## src/rtl/stage_mem_lsu.sv

```systemverilog
// Memory-stage load/store unit: takes one op from EX and runs a single-outstanding
// data-bus transaction, with store lane steering, load extraction and a bus timeout.
module stage_mem_lsu #(
    parameter int unsigned TIMEOUT_CYCLES = 255
) (
    input  logic        i_clock,
    input  logic        i_reset,
    input  logic        i_req_valid,
    output logic        o_req_ready,
    input  logic        i_req_we,
    input  logic [2:0]  i_req_funct3,
    input  logic [31:0] i_req_addr,
    input  logic [31:0] i_req_wdata,
    input  logic [4:0]  i_req_rd,
    output logic        o_bus_valid,
    input  logic        i_bus_ready,
    output logic        o_bus_we,
    output logic [31:0] o_bus_addr,
    output logic [31:0] o_bus_wdata,
    output logic [3:0]  o_bus_be,
    input  logic        i_bus_rvalid,
    input  logic [31:0] i_bus_rdata,
    output logic        o_reg_we,
    output logic [4:0]  o_reg_wr_addr,
    output logic [31:0] o_reg_wr_data,
    output logic        o_misaligned,
    output logic        o_bus_error
);
    typedef enum logic [1:0] {IDLE, REQ, WAIT} state_t;

    state_t      state_q, state_d;
    logic        we_q, we_d;
    logic [2:0]  f3_q, f3_d;
    logic [1:0]  off_q, off_d;
    logic [4:0]  rd_q, rd_d;
    logic [7:0]  cnt_q, cnt_d;
    logic [31:0] bus_addr_q, bus_addr_d;
    logic [31:0] bus_wdata_q, bus_wdata_d;
    logic [3:0]  bus_be_q, bus_be_d;
    logic        reg_we_q, reg_we_d;
    logic [4:0]  wr_addr_q, wr_addr_d;
    logic [31:0] wr_data_q, wr_data_d;
    logic        misal_q, misal_d;
    logic        err_q, err_d;

    logic        accept, illegal, misal, last_cycle;
    logic [3:0]  be_new;
    logic [31:0] wdata_new, ld_data;
    logic [7:0]  ld_byte;
    logic [15:0] ld_half;

    assign o_req_ready = (state_q == IDLE) && i_reset;
    assign accept      = i_req_valid && o_req_ready;
    assign illegal     = i_req_we ? (i_req_funct3 >= 3'd3)
                                  : (i_req_funct3 == 3'd3 || i_req_funct3 >= 3'd6);
    assign misal       = (i_req_funct3[1:0] == 2'd1 && i_req_addr[0]) ||
                         (i_req_funct3[1:0] == 2'd2 && i_req_addr[1:0] != 2'd0);
    assign last_cycle  = (cnt_q == 8'(TIMEOUT_CYCLES - 1));

    always_comb begin
        be_new    = 4'b1111;
        wdata_new = i_req_wdata;
        if (i_req_we) begin
            unique case (i_req_funct3[1:0])
                2'd0: begin
                    be_new    = 4'b0001 << i_req_addr[1:0];
                    wdata_new = {4{i_req_wdata[7:0]}};
                end
                2'd1: begin
                    be_new    = i_req_addr[1] ? 4'b1100 : 4'b0011;
                    wdata_new = {2{i_req_wdata[15:0]}};
                end
                default: ;
            endcase
        end
    end

    always_comb begin
        ld_byte = i_bus_rdata[8*off_q +: 8];
        ld_half = i_bus_rdata[16*off_q[1] +: 16];
        unique case (f3_q)
            3'd0:    ld_data = {{24{ld_byte[7]}}, ld_byte};
            3'd1:    ld_data = {{16{ld_half[15]}}, ld_half};
            3'd4:    ld_data = {24'd0, ld_byte};
            3'd5:    ld_data = {16'd0, ld_half};
            default: ld_data = i_bus_rdata;
        endcase
    end

    always_comb begin
        state_d     = state_q;
        we_d        = we_q;
        f3_d        = f3_q;
        off_d       = off_q;
        rd_d        = rd_q;
        cnt_d       = cnt_q;
        bus_addr_d  = bus_addr_q;
        bus_wdata_d = bus_wdata_q;
        bus_be_d    = bus_be_q;
        reg_we_d    = 1'b0;
        wr_addr_d   = wr_addr_q;
        wr_data_d   = wr_data_q;
        misal_d     = 1'b0;
        err_d       = 1'b0;
        unique case (state_q)
            IDLE: begin
                if (accept) begin
                    if (illegal || misal) begin
                        misal_d = 1'b1;
                    end else begin
                        state_d     = REQ;
                        we_d        = i_req_we;
                        f3_d        = i_req_funct3;
                        off_d       = i_req_addr[1:0];
                        rd_d        = i_req_rd;
                        cnt_d       = 8'd0;
                        bus_addr_d  = {i_req_addr[31:2], 2'b00};
                        bus_wdata_d = wdata_new;
                        bus_be_d    = be_new;
                    end
                end
            end
            REQ, WAIT: begin
                cnt_d = cnt_q + 8'd1;
                // A response completes the op only once the request has been taken,
                // and wins over a timeout landing on the same cycle.
                if (i_bus_rvalid && (state_q == WAIT || i_bus_ready)) begin
                    state_d = IDLE;
                    if (!we_q && rd_q != 5'd0) begin
                        reg_we_d  = 1'b1;
                        wr_addr_d = rd_q;
                        wr_data_d = ld_data;
                    end
                end else if (last_cycle) begin
                    state_d = IDLE;
                    err_d   = 1'b1;
                end else if (state_q == REQ && i_bus_ready) begin
                    state_d = WAIT;
                end
            end
            default: state_d = IDLE;
        endcase
    end

    always_ff @(posedge i_clock or negedge i_reset) begin
        if (!i_reset) begin
            state_q     <= IDLE;
            we_q        <= 1'b0;
            f3_q        <= 3'd0;
            off_q       <= 2'd0;
            rd_q        <= 5'd0;
            cnt_q       <= 8'd0;
            bus_addr_q  <= 32'd0;
            bus_wdata_q <= 32'd0;
            bus_be_q    <= 4'd0;
            reg_we_q    <= 1'b0;
            wr_addr_q   <= 5'd0;
            wr_data_q   <= 32'd0;
            misal_q     <= 1'b0;
            err_q       <= 1'b0;
        end else begin
            state_q     <= state_d;
            we_q        <= we_d;
            f3_q        <= f3_d;
            off_q       <= off_d;
            rd_q        <= rd_d;
            cnt_q       <= cnt_d;
            bus_addr_q  <= bus_addr_d;
            bus_wdata_q <= bus_wdata_d;
            bus_be_q    <= bus_be_d;
            reg_we_q    <= reg_we_d;
            wr_addr_q   <= wr_addr_d;
            wr_data_q   <= wr_data_d;
            misal_q     <= misal_d;
            err_q       <= err_d;
        end
    end

    assign o_bus_valid   = (state_q == REQ);
    assign o_bus_we      = we_q;
    assign o_bus_addr    = bus_addr_q;
    assign o_bus_wdata   = bus_wdata_q;
    assign o_bus_be      = bus_be_q;
    assign o_reg_we      = reg_we_q;
    assign o_reg_wr_addr = wr_addr_q;
    assign o_reg_wr_data = wr_data_q;
    assign o_misaligned  = misal_q;
    assign o_bus_error   = err_q;
endmodule

```

## config.mk

```make
export PLATFORM = sky130hd
export DESIGN_NAME = stage_mem_lsu
export DESIGN_NICKNAME = d
export VERILOG_FILES = /design/src/rtl/stage_mem_lsu.sv
export SDC_FILE = /design/constraint.sdc
export NUM_CORES = 1
export LEC_CHECK = 0
export CORE_AREA = 2 2 115 117
export CTS_CLUSTER_SIZE = 25
export DETAILED_ROUTE_END_ITERATION = 8
export DIE_AREA = 0 0 117 119
export PLACE_DENSITY = 0.84
export SLEW_MARGIN = 10
export SYNTH_ARGS = -nofsm -noshare
export SYNTH_HDL_FRONTEND = slang
export SYNTH_SLANG_ARGS = --single-unit
export TNS_END_PERCENT = 100
```

## constraint.sdc

```tcl
create_clock -name i_clock -period 4.3 [get_ports i_clock]
set_input_delay 1.29 -clock i_clock [delete_from_list [all_inputs] [get_ports i_clock]]
set_output_delay 1.29 -clock i_clock [all_outputs]
set_load 0.02 [all_outputs]
```

Word-level counts from Yosys, hierarchy flattened
Index checks and enable logic that the tools add are counted.
{ "classes": {"n_mux": 25, "n_lt_le_gt_ge": 2, "eq_ne": 12, "add_sub_neg": 1, "n_bitwise": 1, "reduce_logical": 23, "n_shift": 3} }
{ "ops": {"columns": ["operator", "count"], "rows": [
  ["$pmux 32 s4", 1],
  ["$pmux 32 s2", 1],
  ["$mux 32", 1],
  ["$shiftx 32x6->16", 1],
  ["$shiftx 32x6->8", 1],
  ["$mux 8", 2],
  ["$pmux 8 s2", 1],
  ["$reduce_and 3->1", 4],
  ["$mux 1", 10],
  ["$mux 2", 5],
  ["$add 8x1->8 const B", 1],
  ["$eq 8x8->1 const B", 1],
  ["$mux 4", 2],
  ["$pmux 4 s2", 1],
  ["$logic_and 1x1->1", 7],
  ["$eq 3x3->1 const B", 2],
  ["$reduce_bool 5->1", 1],
  ["$eq 2x1->1 const B", 2],
  ["$eq 2x2->1 const B", 2],
  ["$logic_not 2->1", 2],
  ["$logic_or 1x1->1", 4],
  ["$ne 2x2->1 const B", 2],
  ["$ne 4x4->1 const B", 1],
  ["$pmux 2 s2", 1],
  ["10 further kinds", 11]
]} }
{ "word_totals": {"register_bits": 127} }

Depth between registers and ports, before layout
Gate-level depths: netlist (run 1).
{ "logic_depth": {"depth_word": 7, "mapped_depth": 9, "mapped_depth_nobuf": 7} }

Worst setup path before layout (run 1)
OpenSTA, ideal clock, no wires.
{ "synth_timing": {"path_kind": "in2reg", "startpoint": "input port i_req_funct3[0]", "endpoint": "register f3_q[1]", "t_required_ns": 4.175, "arrival_ns": 2.763, "slack_ns": 1.412, "stages": 6, "path_buffers": 3, "path_cell_list": "buf_2 -> or4_4 -> a21o_1 -> buf_6 -> buf_6 -> mux2_4"} }
{ "synth_between": {"elab_chain_cells": 6, "word_cells_on_any_way": 13, "classes_between": "order compare (2); eq/ne (3); mux (1); bitwise (1); reduce/logical (6)"} }
{ "synth_lines": {"columns": ["item", "line", "source"], "rows": [
  ["start: declaration", "11", "input logic [2:0] i_req_funct3,"],
  ["$ge 3x3->1, or another cell as far along", "55", ": (i_req_funct3 == 3'd3 || i_req_funct3 >= 3'd6);"],
  ["$logic_or 1x1->1, or another cell as far along", "55", null],
  ["$mux 1 or $logic_or 1x1->1 (tied branches)", "54, 56", null],
  ["$logic_or 1x1->1 (*)", "108", "if (illegal || misal) begin"],
  ["$not 1->1 (no source line) (*)", null, null],
  ["$reduce_and 3->1 (no source line) (*)", null, null],
  ["end signal: assignment", "149", "f3_q <= 3'd0;"],
  ["end signal: assignment", "164", "f3_q <= f3_d;"],
  ["end: declaration", "33", "logic [2:0] f3_q, f3_d;"]
]} }
Every way passes the cells marked *; elsewhere a longest branch is shown, timed or not.
A chain may end at the register's enable or synchronous reset.

Worst setup path in the final report (run 1)
{ "layout_timing": {"startpoint": "input port i_reset", "endpoint": "output port o_req_ready"} }
{ "layout_between": {"elab_chain_cells": 1} }
{ "layout_lines": {"columns": ["item", "line", "source"], "rows": [
  ["start: declaration", "7", "input logic i_reset,"],
  ["$logic_and 1x1->1", "52", "assign o_req_ready = (state_q == IDLE) && i_reset;"],
  ["end: declaration", "9", "output logic o_req_ready,"]
]} }
Every way passes these cells.

==> impl_metrics.ini, run 1 <==
[worst_setup_path]
arrival_ps = 2240
crit_path_end_kind = output port
reg2reg_slack_ps = 1440
critPathLaunchType = input pin
crit_fanout = 23
crit_type = input pin to output port
required_ps = 3010

[sta]
finClkSkew_ps = 8.785
final-hold-violation-count = 0
worstMarginPinSlew_ps = 1085
period_needed_ps = 3533
rsz0062_at_grt = false
period_share = 0.8216
maxSlewHeadroom = 0.2768
fmax_ghz = 0.2831
finalSetupViolCount = 0
drv_slew = 0
timing.setup.tns_ps = 0

[logic_synthesis]
synth_seq_cells = 127
synth_common_cells = 127 x dfrtp_1, 76 x nand2_1, 41 x mux2_4, 41 x nor2_1, 33 x o21ai_0
synth_edf_count = 0
synth_area_leaders = dfrtp_1 52%, mux2_4 10%, nand2_1 4.7%
yosysTopAreaCellShare = 0.5248
yosys.area.top_type = dfrtp_1
ys_types = 49
synth_cells = 540
yosysSeqAreaShare = 0.5248
yosysWarnings = 0
syn_area_per_cell_um2 = 11.21
yosys_most_used_dff = dfrtp_1
synth_most_common_cell = dfrtp_1
synth-async-reset-ratio = 1.000
syn_area_mm2 = 0.006056

[global_route]
met3_usage = 0.08702
grt_use_total = 0.2565
grt_pass1_wl_um = 27390
top_usage_layer = met2
grt_use_met1 = 0.3122
grt_overflow = 0
grt_pass1_vias = 5316
grt_max_degree = 68
gr-usage-met2 = 0.4205
antenna_found_initial = 0

[die]
core_area_mm2 = 0.01287
start_util = 0.4704
die_x_um = 117
die_h_um = 119
ios = 221
die_area_mm2 = 0.01392
num_rows = 42

[detailed_routing]
wire_per_inst_um = 18.40
ant_nets = 0
drcViolationCount = 0
wirelength_um = 17300
vias = 5140
dr.pass1.iters = 5
vias_per_cell = 5.468
drt_iter0_drc = 522

[run]
drv_cap = 0

[clock_network]
cts_root_buf = clkbuf_16
clk_path_buf_depth = 2
postCtsHoldBufs = 0
clock_sinks = 127
cts_tree = yes
cts_max_level = 4
path_clk_slew_ps = 50
cts_setup_buffers = 0
post_cts_resized = 0
numCtsBuffers = 17
insertion_delay_ps = 410

[place]
portBuffers = 218
post-dp-hpwl_um = 12300
gp_congestion = 0.8286
placed_area_mm2 = 0.008353

[layout]
final_area_mm2 = 0.009009
layout-drive-gt1-share = 0.1387
num_antenna_cells = 0
fin_nets = 868
syn_to_final_growth_pct = 48.76

[hold_path]
min_path_type = flip-flop to flip-flop

[outcome]
outcome = completed

[power]
p_leak_nw = 3.971
power.density_mw_per_mm2 = 782.4
ir_drop_mv = 0.4458
## layout make-up
cell class | instances | area [um2]
clock buffers | 21 | 470.5
clock inverters | 11 | 185.2
fillers | 942 | 3866
inverters | 8 | 30.03
multi-input cells | 371 | 2669
flip-flops and latches | 127 | 3178
well taps | 176 | 220.2
repair buffers | 226 | 2256
## power by group
group          internal (mW)  switching [mW]
clock                   1.07           0.525
sequential              1.78           0.495
combinational           1.62            1.56
## worst paths after layout
check	startpoint	end	cells after the start
hold reg to reg	o_bus_wdata[23]	o_bus_wdata[23]	2
setup reg to reg	state_q[0]	o_reg_wr_data[15]	6
setup / recovery	i_reset	o_req_ready	3
min in group asynchronous	i_reset	state_q[1]	1
hold / removal	o_bus_wdata[23]	o_bus_wdata[23]	2
max in group asynchronous	i_reset	o_reg_wr_data[19]	3
## critical path, stage by stage
cell and delay, ps:
buf_6 200, and2_1 150, clkdlybuf4s50_1 600
## cell families after synthesis
| group | share of synthesized area |
|---|---|
| mux | 0.1806 |
| compound gates | 0.1217 |
| fa+ha+maj | 0.01446 |
| buf+inv | 0.03636 |
| flops | 0.5248 |
| simple gates | 0.1215 |
| other cells | 0.0006192 |
## placed cells by master (no fill, tap or decap), drive strengths merged, types with 15 or more instances in the layout
cell / netlist / routed
clkdlybuf4s50: 0 / 217
dfrtp: 127 / 127
nand2: 76 / 76
mux2: 61 / 61
nor2: 41 / 41
o21ai: 34 / 34
a21oi: 26 / 26
mux2i: 23 / 23
clkbuf: 20 / 21
a211oi: 15 / 15
## sequential cells by signal (all words and copies together), names as in the netlist
register / count
o_reg_wr_data: 32
o_bus_addr: 30
o_reg_wr_addr: 5
o_misaligned: 1
o_bus_we: 1
cnt_q: 8
o_bus_be: 4
f3_q: 3
o_reg_we: 1
off_q: 2
o_bus_error: 1
o_bus_wdata: 32
rd_q: 5
state_q: 2
## per-layer routing
metal	wire (um)	vias to the layer above
met1	6893	2538
met2	8512	235
met3	1541	31
met4	349	0
met5	0	-
li1	-	2336
## stage by stage
| stage | total power [mW] | hold slack [ps] | worst slack, ps | utilization | instances |
|---|---|---|---|---|---|
| finish | 7.049 | 479.5 | 767.1 | 0.6997 | 940 |
| global route | 7.442 | 506.2 | 697.1 | 0.6997 | 940 |
| CTS | 7.079 | 481.3 | 750.1 | 0.6997 | 940 |
| detailed placement | 5.440 | 468.6 | 586.1 | 0.6488 | 908 |
| global placement | 5.317 | 461.1 | 655.7 | 0.6488 | 908 |
| floorplan | 3.941 | 453.1 | 1412 | - | 541 |
Note: power is estimated with default switching activity, not from simulation.
==> run 2: changes to the inputs <==
--- a/config.mk
+++ b/config.mk
@@ -5,11 +5,11 @@
 export SDC_FILE = /design/constraint.sdc
 export NUM_CORES = 1
 export LEC_CHECK = 0
-export CORE_AREA = 2 2 115 117
+export CORE_AREA = 2 2 120 122
 export CTS_CLUSTER_SIZE = 25
 export DETAILED_ROUTE_END_ITERATION = 8
-export DIE_AREA = 0 0 117 119
-export PLACE_DENSITY = 0.84
+export DIE_AREA = 0 0 122 124
+export PLACE_DENSITY = 0.78
 export SLEW_MARGIN = 10
 export SYNTH_ARGS = -nofsm -noshare
 export SYNTH_HDL_FRONTEND = slang
==> constraint.sdc (replaced) <==
create_clock -name i_clock -period 3.7 [get_ports i_clock]
set_input_delay 1.11 -clock i_clock [delete_from_list [all_inputs] [get_ports i_clock]]
set_output_delay 1.11 -clock i_clock [all_outputs]
set_load 0.02 [all_outputs]
==> impl_metrics.ini, run 2 (same netlist as run 1, synthesis figures left out) <==
[clock_network]
postCtsHoldBufs = 0
clk_path_buf_depth = 2
numCtsBuffers = 17
cts_tree = yes
cts_setup_buffers = 0
clock_sinks = 127
cts_root_buf = clkbuf_16
insertion_delay_ps = 420
path_clk_slew_ps = 60
post_cts_resized = 0
cts_max_level = 4

[die]
start_util = 0.4414
die_area_mm2 = 0.01513
die_h_um = 124
die_x_um = 122
ios = 221
core_area_mm2 = 0.01372
num_rows = 43

[layout]
fin_nets = 873
layout-drive-gt1-share = 0.1456
fill_cells = 1046
final_cell_mix = 217 x clkdlybuf4s50_1, 127 x dfrtp_1, 76 x nand2_1
num_antenna_cells = 0
seq_area_mm2 = 0.003178
final_common_cell = clkdlybuf4s50_1
multiInputGateArea_mm2 = 0.002669
fin_cells = 949
final_area_mm2 = 0.009051
syn_to_final_growth_pct = 49.46

[detailed_routing]
dr.pass1.iters = 4
ant_nets = 0
wire_per_inst_um = 18.10
drcViolationCount = 0
wirelength_um = 17180
drt_iter0_drc = 311
vias_per_cell = 5.394
vias = 5119

[worst_setup_path]
arrival_ps = 2010
cp-startpoint = i_reset
crit_type = input pin to output port
critPathLaunchType = input pin
crit_path_end_kind = output port
crit_fanout = 16
required_ps = 2590
reg2reg_slack_ps = 1290
cp-endpoint = o_req_ready
ff2ff_path_depth = 8
r2r_start = state_q[1]
r2r-end = o_reg_wr_data[10]

[power]
switching_power_mw = 2.985
switching_share = 0.3681
power.internal_mw = 5.122
pwr-share-clk = 0.224
power.density_mw_per_mm2 = 895.7
ir_drop_mv = 0.4872
p_leak_nw = 3.992
seq_power_share = 0.322
pwr-share-comb = 0.454

[place]
post-place-cells = 917
gp_congestion = 0.9169
post-dp-hpwl_um = 12390
portBuffers = 218
placed_area_mm2 = 0.008408

[global_route]
antenna_found_initial = 0
grt_pass1_vias = 5159
grt_overflow = 0
grt_use_total = 0.2292
grt_max_degree = 61
grt_pass1_wl_um = 26600

[sta]
rsz0062_at_grt = false
worstMarginPinSlew_ps = 1029
period_needed_ps = 3124
finalSetupViolCount = 0
drv_slew = 0
maxSlewHeadroom = 0.3137
timing.setup.tns_ps = 0
finClkSkew_ps = 10.35
period_share = 0.8443
final-hold-violation-count = 0
fmax_ghz = 0.3201

[hold_path]
min_path_type = flip-flop to flip-flop

[outcome]
outcome = completed

[run]
drv_cap = 0
==> run 2: changes by cell type in the layout (fill, tap and decap cells not counted) <==
cell | before | now
buf_12 | 1 | 2
inv_6 | 0 | 4
clkbuf_8 | 3 | 1
inv_8 | 0 | 1
clkinv_4 | 0 | 2
clkinv_2 | 4 | 1
buf_4 | 7 | 11
clkbuf_1 | 1 | 0
bufinv_16 | 5 | 4
==> run 2: worst min-delay path by stage <==
| stage | startpoint | to | slack (ps) | depth (start not counted) |
|---|---|---|---|---|
| after floorplan | rd_q[0] | o_reg_wr_addr[0] | 450 | 2 |
| after global routing | i_reset | o_bus_addr[2] | 500 | 1 |
| after CTS | o_reg_wr_addr[1] | o_reg_wr_addr[1] | 480 | 2 |
| after detailed placement | o_reg_wr_addr[1] | o_reg_wr_addr[1] | 460 | 2 |
| final | o_reg_wr_addr[1] | o_reg_wr_addr[1] | 470 | 2 |
| after global placement | o_bus_wdata[25] | o_bus_wdata[25] | 460 | 2 |
==> run 2: per-layer routing <==
layer | GRT usage | vias up | wire length (um)
li1 | - | 2351 | -
met1 | 0.2777 | 2497 | 6918
met2 | 0.3747 | 241 | 8140
met3 | 0.07875 | 30 | 1715
met4 | 0.09555 | 0 | 401
met5 | 0 | - | 0
==> run 2: through the flow <==
step / setup slack [ps] / hold WS [ps] / util / power [mW]
floorplan: 992.2 / 453.1 / - / 4.580
global placement: 428.8 / 462.3 / 0.6129 / 6.198
detailed placement: 389.0 / 462.9 / 0.6129 / 6.296
CTS: 556.2 / 477.4 / 0.6597 / 8.158
global route: 524.8 / 495.1 / 0.6597 / 8.550
finish: 576.3 / 472.9 / 0.6597 / 8.107
==> run 2: power by group through the flow <==
stage / Sequential [mW] / Clock [mW] / Combinational [mW]
after floorplan: 3.16 / 0 / 1.42
final: 2.61 / 1.81 / 3.68
after global placement: 2.60 / 0 / 3.60
after detailed placement: 2.61 / 0 / 3.68
after CTS: 2.61 / 1.84 / 3.70
after global routing: 2.71 / 1.91 / 3.93
==> run 2: worst max-delay path, stage by stage <==
cell and delay (ps):
buf_6 160, and2_1 140, clkdlybuf4s50_1 600
==> run 2: area by class of cell <==
| type | count | area share |
|---|---|---|
| clock buffers | 18 | 0.04852 |
| clock inverters | 14 | 0.02253 |
| inverters | 8 | 0.003318 |
| multi-input cells | 371 | 0.2949 |
| flip-flops and latches | 127 | 0.3511 |
| well taps | 180 | 0.02488 |
| repair buffers | 231 | 0.2548 |
